**config.mk**
```make
export PLATFORM = sky130hd
export DESIGN_NAME = linebuffer_ctrl_flat
export DESIGN_NICKNAME = d
export VERILOG_FILES = /design/src/rtl/linebuffer_pkg.sv /design/src/rtl/linebuffer_ctrl_if.sv /design/src/rtl/linebuffer_ctrl.sv /design/src/flat_wrapper.sv
export SDC_FILE = /design/constraint.sdc
export NUM_CORES = 1
export LEC_CHECK = 0
export BUFFER_PORTS_ARGS = -buffer_cell sky130_fd_sc_hd__clkbuf_2
export CORE_ASPECT_RATIO = 1.1
export CORE_MARGIN = 4
export CORE_UTILIZATION = 50
export DETAILED_ROUTE_END_ITERATION = 10
export PLACE_DENSITY = 0.77
export REMOVE_ABC_BUFFERS = 1
export SYNTH_ARGS = -nofsm -noshare
export SYNTH_HDL_FRONTEND = slang
export SYNTH_SLANG_ARGS = --single-unit
```
**constraint.sdc**
```tcl
create_clock -name clk_draw -period 3.15 [get_ports clk_draw]
set_input_delay 0.945 -clock clk_draw [delete_from_list [all_inputs] [get_ports clk_draw]]
set_output_delay 0.945 -clock clk_draw [all_outputs]
set_load 0.02 [all_outputs]
```
**src/rtl/linebuffer_pkg.sv**
```systemverilog
// -----------------------------------------------------------------------------
// linebuffer_pkg
// Shared types and widths for the scanline buffer draw-side logic.
//   lb_state_t : draw sequencer state (IDLE / CLEAR / DRAW / DONE)
//   LB_ADDR_W  : line buffer address width ({bank, x})
//   LB_X_W     : pixel x coordinate width
//   colour_t   : 8-bit palette colour
// -----------------------------------------------------------------------------
package linebuffer_pkg;

    localparam int LB_ADDR_W = 11;
    localparam int LB_X_W    = 10;

    typedef logic [7:0] colour_t;

    typedef enum logic [1:0] {
        IDLE,
        CLEAR,
        DRAW,
        DONE
    } lb_state_t;

endpackage

```
**src/rtl/linebuffer_ctrl_if.sv**
```systemverilog
// -----------------------------------------------------------------------------
// linebuffer_ctrl_if
// Drawer <-> line buffer controller handshake.
//   draw_valid  : drawer pixel valid
//   draw_ready  : controller accepts the pixel
//   draw_x      : pixel x coordinate
//   draw_colour : pixel colour
//   draw_done   : pulse, drawer finished the current line
//   line_req    : pulse, drawer may start rendering the next line
// master = drawer, slave = controller.
// -----------------------------------------------------------------------------
interface linebuffer_ctrl_if;
    import linebuffer_pkg::*;

    logic              draw_valid;
    logic              draw_ready;
    logic [LB_X_W-1:0] draw_x;
    colour_t           draw_colour;
    logic              draw_done;
    logic              line_req;

    modport master (
        output draw_valid,
        output draw_x,
        output draw_colour,
        output draw_done,
        input  draw_ready,
        input  line_req
    );

    modport slave (
        input  draw_valid,
        input  draw_x,
        input  draw_colour,
        input  draw_done,
        output draw_ready,
        output line_req
    );

endinterface

```
**src/rtl/linebuffer_ctrl.sv**
```systemverilog
// -----------------------------------------------------------------------------
// linebuffer_ctrl
// Draw-side sequencer for the double-buffered scanline buffer. Ping-pongs the
// two 1024-entry halves: the draw bank is cleared to the background colour,
// then filled by the drawer, while the other bank is scanned out.
//
// Ports:
//   clk_draw, rst_draw : draw clock, asynchronous active-high reset
//   drw (slave)        : drawer handshake (valid/ready/x/colour/done/line_req)
//   line_start         : single-cycle pulse, requests a bank swap
//   bg_colour          : background colour, sampled on line_start
//   bank_pix           : bank read by the pixel side (addr_pix[10])
//   addr_draw, we_draw, colour_draw : registered BRAM write port
//   overrun            : pulse, a line was swapped while unfinished
//   overrun_cnt        : saturating overrun count
// -----------------------------------------------------------------------------
module linebuffer_ctrl
    import linebuffer_pkg::*;
#(
    parameter int unsigned LINE_W      = 640,
    parameter colour_t     TRANSPARENT = 8'h00
) (
    input  logic                 clk_draw,
    input  logic                 rst_draw,
    linebuffer_ctrl_if.slave     drw,
    input  logic                 line_start,
    input  colour_t              bg_colour,
    output logic                 bank_pix,
    output logic [LB_ADDR_W-1:0] addr_draw,
    output logic                 we_draw,
    output colour_t              colour_draw,
    output logic                 overrun,
    output logic [7:0]           overrun_cnt
);

    localparam logic [LB_X_W-1:0] CLR_LAST = LB_X_W'(LINE_W - 1);
    localparam logic [LB_X_W:0]   X_LIMIT  = (LB_X_W + 1)'(LINE_W);

    lb_state_t r_state;
    lb_state_t w_state_nxt;

    logic              r_bank_draw;
    colour_t           r_bg;
    logic [LB_X_W-1:0] r_clr_x;
    logic              r_we;
    logic [LB_ADDR_W-1:0] r_addr;
    colour_t           r_colour;
    logic              r_line_req;
    logic              r_overrun;
    logic [7:0]        r_overrun_cnt;

    logic w_clr_last;
    logic w_draw_ready;
    logic w_clr_we;
    logic w_pix_we;
    logic w_ovr;
    logic w_line_req_set;

    assign w_clr_last = (r_clr_x == CLR_LAST);

    // State register
    always_ff @(posedge clk_draw or posedge rst_draw) begin
        if (rst_draw) begin
            r_state <= IDLE;
        end else begin
            r_state <= w_state_nxt;
        end
    end

    // Next-state logic: a swap request overrides every other transition
    always_comb begin
        w_state_nxt = r_state;
        if (line_start) begin
            w_state_nxt = CLEAR;
        end else begin
            case (r_state)
                CLEAR:   if (w_clr_last)     w_state_nxt = DRAW;
                DRAW:    if (drw.draw_done)  w_state_nxt = DONE;
                default: w_state_nxt = r_state;
            endcase
        end
    end

    // Output / strobe logic. Both write sources are suppressed in the
    // line_start cycle so nothing lands in the bank being handed over.
    always_comb begin
        w_draw_ready   = (r_state == DRAW) && !line_start;
        w_clr_we       = (r_state == CLEAR) && !line_start;
        w_pix_we       = drw.draw_valid && w_draw_ready
                         && (drw.draw_colour != TRANSPARENT)
                         && ({1'b0, drw.draw_x} < X_LIMIT);
        w_ovr          = line_start
                         && ((r_state == CLEAR)
                             || ((r_state == DRAW) && !drw.draw_done));
        w_line_req_set = (r_state == CLEAR) && w_clr_last && !line_start;
    end

    // Datapath: bank, clear counter, write port, overrun bookkeeping
    always_ff @(posedge clk_draw or posedge rst_draw) begin
        if (rst_draw) begin
            r_bank_draw   <= 1'b0;
            r_bg          <= '0;
            r_clr_x       <= '0;
            r_we          <= 1'b0;
            r_addr        <= '0;
            r_colour      <= '0;
            r_line_req    <= 1'b0;
            r_overrun     <= 1'b0;
            r_overrun_cnt <= '0;
        end else begin
            r_we       <= w_clr_we | w_pix_we;
            r_line_req <= w_line_req_set;
            r_overrun  <= w_ovr;

            if (w_clr_we) begin
                r_addr   <= {r_bank_draw, r_clr_x};
                r_colour <= r_bg;
            end else if (w_pix_we) begin
                r_addr   <= {r_bank_draw, drw.draw_x};
                r_colour <= drw.draw_colour;
            end

            if (line_start) begin
                r_bank_draw <= ~r_bank_draw;
                r_bg        <= bg_colour;
                r_clr_x     <= '0;
            end else if (w_clr_we) begin
                r_clr_x     <= r_clr_x + 1'b1;
            end

            if (w_ovr && (r_overrun_cnt != '1)) begin
                r_overrun_cnt <= r_overrun_cnt + 1'b1;
            end
        end
    end

    assign drw.draw_ready = w_draw_ready;
    assign drw.line_req   = r_line_req;
    assign bank_pix       = ~r_bank_draw;
    assign addr_draw      = r_addr;
    assign we_draw        = r_we;
    assign colour_draw    = r_colour;
    assign overrun        = r_overrun;
    assign overrun_cnt    = r_overrun_cnt;

endmodule

```
**src/flat_wrapper.sv**
```systemverilog
// flat-port wrapper written by rule: the top's interface ports become plain ports
module linebuffer_ctrl_flat import linebuffer_pkg::*;
#(
    parameter int unsigned LINE_W      = 640,
    parameter colour_t     TRANSPARENT = 8'h00
)
  (clk_draw, rst_draw, line_start, bg_colour, bank_pix, addr_draw, we_draw, colour_draw, overrun, overrun_cnt, drw_draw_valid, drw_draw_x, drw_draw_colour, drw_draw_done, drw_draw_ready, drw_line_req);
  linebuffer_ctrl_if drw_i ();
  input  logic clk_draw;
  input  logic rst_draw;
  input  logic line_start;
  input  colour_t bg_colour;
  output logic bank_pix;
  output logic [LB_ADDR_W-1:0] addr_draw;
  output logic we_draw;
  output colour_t colour_draw;
  output logic overrun;
  output logic [7:0] overrun_cnt;
  input wire logic [$bits(drw_i.draw_valid)-1:0] drw_draw_valid;
  input wire logic [$bits(drw_i.draw_x)-1:0] drw_draw_x;
  input wire logic [$bits(drw_i.draw_colour)-1:0] drw_draw_colour;
  input wire logic [$bits(drw_i.draw_done)-1:0] drw_draw_done;
  output wire logic [$bits(drw_i.draw_ready)-1:0] drw_draw_ready;
  output wire logic [$bits(drw_i.line_req)-1:0] drw_line_req;
  assign drw_i.draw_valid = drw_draw_valid;
  assign drw_i.draw_x = drw_draw_x;
  assign drw_i.draw_colour = drw_draw_colour;
  assign drw_i.draw_done = drw_draw_done;
  assign drw_draw_ready = drw_i.draw_ready;
  assign drw_line_req = drw_i.line_req;
  linebuffer_ctrl #(.LINE_W(LINE_W), .TRANSPARENT(TRANSPARENT)) u_core (.clk_draw(clk_draw), .rst_draw(rst_draw), .drw(drw_i), .line_start(line_start), .bg_colour(bg_colour), .bank_pix(bank_pix), .addr_draw(addr_draw), .we_draw(we_draw), .colour_draw(colour_draw), .overrun(overrun), .overrun_cnt(overrun_cnt));
endmodule
```
Word level (Yosys, flattened, before mapping)
Index checks and enable logic that the tools add are counted.
{"block": "totals", "reg_bits": 51, "latch_bits": 0, "ram_bits": 0, "mem_bits_ro": 0, "out_inout_bits": 32, "word_cells": 49, "n_memories": 0}
{"block": "op_classes", "add_sub_neg": 2, "n_mul": 0, "div_mod_pow": 0, "n_lt_le_gt_ge": 1, "eq_ne": 6, "shift": 0, "mux": 10, "n_bitwise": 2, "reduce_logical": 18}
{"cell": "$mux W11", "n": 2}
{"cell": "$mux W10", "n": 2}
{"cell": "$mux W8", "n": 2}
{"cell": "$add A10 B1 Y10 const B", "n": 1}
{"cell": "$eq A10 B10 Y1 const B", "n": 1}
{"cell": "$logic_and A1 B1 Y1", "n": 10}
{"cell": "$lt A10 B10 Y1 const B", "n": 1}
{"cell": "$add A8 B1 Y8 const B", "n": 1}
{"cell": "$ne A8 B8 Y1 const B", "n": 1}
{"cell": "$reduce_bool A8 Y1", "n": 1}
{"cell": "$mux W2", "n": 3}
{"cell": "$pmux W2 S2", "n": 1}
{"cell": "$reduce_bool A2 Y1", "n": 2}
{"cell": "$ne A3 B2 Y1 const B", "n": 1}
{"cell": "$ne A3 B3 Y1 const B", "n": 1}
{"cell": "$reduce_and A3 Y1", "n": 1}
{"cell": "$reduce_bool A3 Y1", "n": 1}
{"cell": "$eq A2 B1 Y1 const B", "n": 1}
{"cell": "$eq A2 B2 Y1 const B", "n": 1}
{"cell": "$logic_not A1 Y1", "n": 2}
{"cell": "$logic_or A1 B1 Y1", "n": 1}
{"cell": "$not A1 Y1", "n": 1}
{"cell": "$or A1 B1 Y1", "n": 1}

Logic depth before layout (Yosys ltp)
{"block": "logic_depth", "ltp_word": 7, "depth_mapped": 7, "ltp_nobuf": 5}

Worst setup path after synthesis
No wires, ideal clock.
{"block": "synth_timing", "kind": "input-to-output", "start": "in line_start", "end": "out drw_draw_ready", "t_arrival_ns": 1.872, "setup_slack_ns": 0.333, "stages": 3, "path_buffers": 2, "cell_sequence": "clkbuf_1 buf_1 nor3_1"}
{"block": "synth_between", "elab_chain_len": 2}
{"item": "start, declared", "line_no": "flat_wrapper.sv:11", "text": "input logic line_start;"}
{"item": "$logic_not A1 Y1", "line_no": "linebuffer_ctrl.sv:87", "text": "w_draw_ready = (r_state == DRAW) && !line_start;"}
{"item": "$logic_and A1 B1 Y1", "line_no": "linebuffer_ctrl.sv:87"}
{"item": "end, declared", "line_no": "flat_wrapper.sv:23", "text": "output wire logic [$bits(drw_i.draw_ready)-1:0] drw_draw_ready;"}
Every way passes these cells.

Worst setup path in the final report
{"block": "layout_timing", "start": "in drw_draw_colour[2]", "end": "reg u_core.r_addr[3], in the netlist u_core.addr_draw[3]"}
{"block": "layout_between", "elab_chain_len": 4}
{"item": "start, declared", "line_no": "flat_wrapper.sv:21", "text": "input wire logic [$bits(drw_i.draw_colour)-1:0] drw_draw_colour;"}
{"item": "$reduce_bool A8 Y1", "line_no": "linebuffer_ctrl.sv:90", "text": "&& (drw.draw_colour != TRANSPARENT)"}
{"item": "$logic_and A1 B1 Y1", "line_no": "linebuffer_ctrl.sv:90"}
{"item": "$logic_and A1 B1 Y1", "line_no": "linebuffer_ctrl.sv:91", "text": "&& ({1'b0, drw.draw_x} < X_LIMIT);"}
{"item": "$reduce_bool A2 Y1 (no source line)"}
{"item": "end signal, assigned", "line_no": "linebuffer_ctrl.sv:116", "text": "r_addr <= {r_bank_draw, r_clr_x};"}
{"item": "end signal, assigned", "line_no": "linebuffer_ctrl.sv:119", "text": "r_addr <= {r_bank_draw, drw.draw_x};"}
{"item": "end, declared", "line_no": "linebuffer_ctrl.sv:46", "text": "logic [LB_ADDR_W-1:0] r_addr;"}
Every way passes these cells.
A chain may end at the register's enable or synchronous reset.

==> results.cfg <==
[critical_path]
crit_path_start_kind = input pin
worst-endpoint-arrival_ps = 2640
worst_path_dominant_cell_family = compound AO/OA/AOI/OAI gates
crit_fanout = 8
critPathKind = in2reg
crit_path_max_incr_delay_ps = 550
critical-path-slowest-cell = sky130_fd_sc_hd__or4_1
crit_path_cell_chain = clkbuf_2 > or4_1 > o211ai_2 > buf_4 > mux2i_1 > o21ai_1
critical_path_required_ps = 3340
cp_num_buf_inv = 2
endpoint_kind = flop

[hold_path]
worst_hold_path_type = reg2reg

[logic_synthesis]
synth-seq-cells = 51
synth_flop_cell = sky130_fd_sc_hd__dfrtp_1
syn_area_um2 = 2310
fraction_of_post_synthesis_cell_area_in_the_top_cell_type_by_area_pct = 55.3
synth_compound_area_share_pct = 6.29
synth-edff-count = 0
yosysWarnings = 0
postSynthCellCount = 205
synth_simple_gate_area_share_pct = 14.5
cell_type_with_the_largest_total_area_after_synthesis = sky130_fd_sc_hd__dfrtp_1
synth_xor_xnor_area_share_pct = 5.69
synth_mux_area_share_pct = 13.8
synth.top_cells.by_area = sky130_fd_sc_hd__dfrtp_1, sky130_fd_sc_hd__mux2i_1, sky130_fd_sc_hd__mux2_2
synth_cell_type_count = 34
syn_avg_cell_area_um2 = 11.3
dominant_combinational_cell_family_by_area_after_synthesis = simple AND/OR/NAND/NOR gates
synth_seq_area_share_pct = 55.3
async_reset_ff_share_pct = 100
synth_fa_ha_area_share_pct = 1.08

[sta]
totalNegativeSetupSlack_ps = 0
worst_slack_ps = 703
worstMarginPinSlew_ps = 584
timing.final.max_slew_violations = 0
relSlewSlack_pct = 61.0
finClkSkew_ps = 4.54
grt_setup_unrepaired = false
finalHoldViolations = 0
layout_worst_path_cycle_share_pct = 77.7
fmax_ghz = 0.409
timing.final.crit_period_ps = 2450
setup_violations = 0

[cells_and_area]
antennaDiodeCount = 0
leading_cell_type_in_the_layout_fill_and_taps_excluded = sky130_fd_sc_hd__clkbuf_2
final_layout_size_suffix_gt1_share_pct = 34.4
finish.net_count = 305
filler_cell_count = 365
most-common-layout-cells = sky130_fd_sc_hd__clkbuf_2, sky130_fd_sc_hd__dfrtp_1, sky130_fd_sc_hd__nand2_1, sky130_fd_sc_hd__mux2i_1, sky130_fd_sc_hd__nor2_1
flow.area_growth_from_synthesis_pct = 21.8

[floorplan]
rows = 25
die_area_um2 = 5770
core_area_um2 = 4380
die_x_um = 72.8
start_util_pct = 52.7
die-height_um = 79.3
num_io_pins = 63

[clocking]
clock_path_buffers = 2
worst_skew_pair.late_latency_ps = 300
ctsResizeCount = 0
htree_levels = 2
cts.sink_count = 51
cts.root.buffer_cell = sky130_fd_sc_hd__clkbuf_8
tritoncts = yes
cts_hold_fix_bufs = 0
cts.reportedPaths.clkPinSlew_ps = 90
post_cts_buffers = 0
numCtsBuffers = 5

[global_routing]
largest_net_degree_at_the_start_of_global_routing = 28
global_route.usage.total_pct = 17.8
grt_first_pass_wirelength_mm = 7.99
globalRouteOverflowTotal = 0
grt_antenna_before_repair = 0
first_global_vias = 1718

[place]
placement.setup.worst_slack_ps = 395
final_replace_weighted_congestion = 0.776
io_buffers = 62
detailed_place_hpwl_mm = 3.55

[power]
power_leakage_nw = 1.48
power.ir.vdd_worst_v = 0.000508
cellPowerDensity_nw_per_um2 = 586

[route]
drtAntennaViolNets = 0
routed-via-count = 1741
drt-total-wl_mm = 4.81
routed_via_density = 5.32
dr.first_iter.drc_count = 85
drt_first_pass_iters = 4
wire_per_inst_um = 14.7
remaining_drc_errors = 0

[run]
max_cap_viol_count = 0

[outcome]
run_status = finished, final reports clean
-- logic make-up (layout without fill, tap and decap cells) --
kind of cell,Yosys count,count (layout)
flops,51,51
buf+inv,14,82
simple gates,67,67
compound gates,26,26
xor+xnor,15,15
mux,30,30
fa+ha+maj,2,2
-- area by class of cell --
cell class	count	area, µm²	share of cell area (%)
Clock buffer	6	82.6	2.94
Clock inverter	2	35.0	1.25
Inverter	5	18.8	0.667
Multi-Input combinational cell	140	957	34.0
Sequential cell	51	1280	45.4
Tap cell	54	67.6	2.40
Timing Repair Buffer	69	375	13.3
-- flip-flops by register name, indices dropped and copies added, names as in the netlist --
name / flops
u_core.r_bank_draw: 1
u_core.r_bg: 8
u_core.we_draw: 1
u_core.r_state: 2
u_core.colour_draw: 8
u_core.drw.line_req: 1
u_core.overrun: 1
u_core.overrun_cnt: 8
u_core.r_clr_x: 10
u_core.addr_draw: 11
-- through the flow --
| stage | cell area (µm²) | total power [W] | utilization (%) | cells | hold slack [ps] |
|---|---|---|---|---|---|
| 6_report | 2810 | 0.00165 | 64.2 | 327 | 491 |
| 3_5_place_dp | 2700 | 0.00120 | 61.5 | 319 | 473 |
| 4_1_cts | 2810 | 0.00166 | 64.2 | 327 | 495 |
| 5_1_grt | 2810 | 0.00173 | 64.2 | 327 | 515 |
| 2_1_floorplan | 2250 | 0.00104 | - | 196 | 446 |
| 3_3_place_gp | 2700 | 0.00118 | 61.5 | 319 | 456 |
-- final timing paths --
path | cells after the start | end | start | slack [ps]
min in group asynchronous | 2 | u_core.colour_draw[3] | rst_draw | 670
hold reg to reg | 2 | u_core.colour_draw[2] | u_core.r_bg[2] | 490
hold / removal | 2 | u_core.colour_draw[2] | u_core.r_bg[2] | 490
setup reg to reg | 4 | u_core.overrun_cnt[1] | u_core.r_state[0] | 1280
setup / recovery | 6 | u_core.addr_draw[3] | drw_draw_colour[2] | 700
max in group asynchronous | 3 | u_core.r_state[0] | rst_draw | 1930
-- synthesized netlist by cell type (4+ instances only) --
library cell               number
sky130_fd_sc_hd__xnor2_1        4
sky130_fd_sc_hd__xor2_1        11
sky130_fd_sc_hd__nand4_1        4
sky130_fd_sc_hd__clkbuf_1       5
sky130_fd_sc_hd__nor2_1        14
sky130_fd_sc_hd__dfrtp_1       51
sky130_fd_sc_hd__o21ai_1       11
sky130_fd_sc_hd__inv_1          5
sky130_fd_sc_hd__nand2_1       26
sky130_fd_sc_hd__mux2i_1       19
sky130_fd_sc_hd__mux2_2        10
sky130_fd_sc_hd__o21ai_0        9
-- per-layer routing --
metal | wire, µm | GRT usage [%]
met5 | 0 | 0
met4 | 57 | 5.54
met3 | 340 | 4.81
met2 | 2230 | 29.2
met1 | 2190 | 22.8
-- power breakdown --
group	switching, W	total (W)	internal (W)
logic	0.000209	0.000354	0.000145
registers	0.0000869	0.000827	0.000740
clock network	0.000210	0.000467	0.000257
-- worst reg2reg max path, cell delays in order, from the launching register on --
cell	delay [ps]
sky130_fd_sc_hd__dfrtp_1	450
sky130_fd_sc_hd__nor2b_1	420
sky130_fd_sc_hd__o21ai_1	300
sky130_fd_sc_hd__nor2_1	240
sky130_fd_sc_hd__mux2_2	350
(Power assumes the default switching activity.)
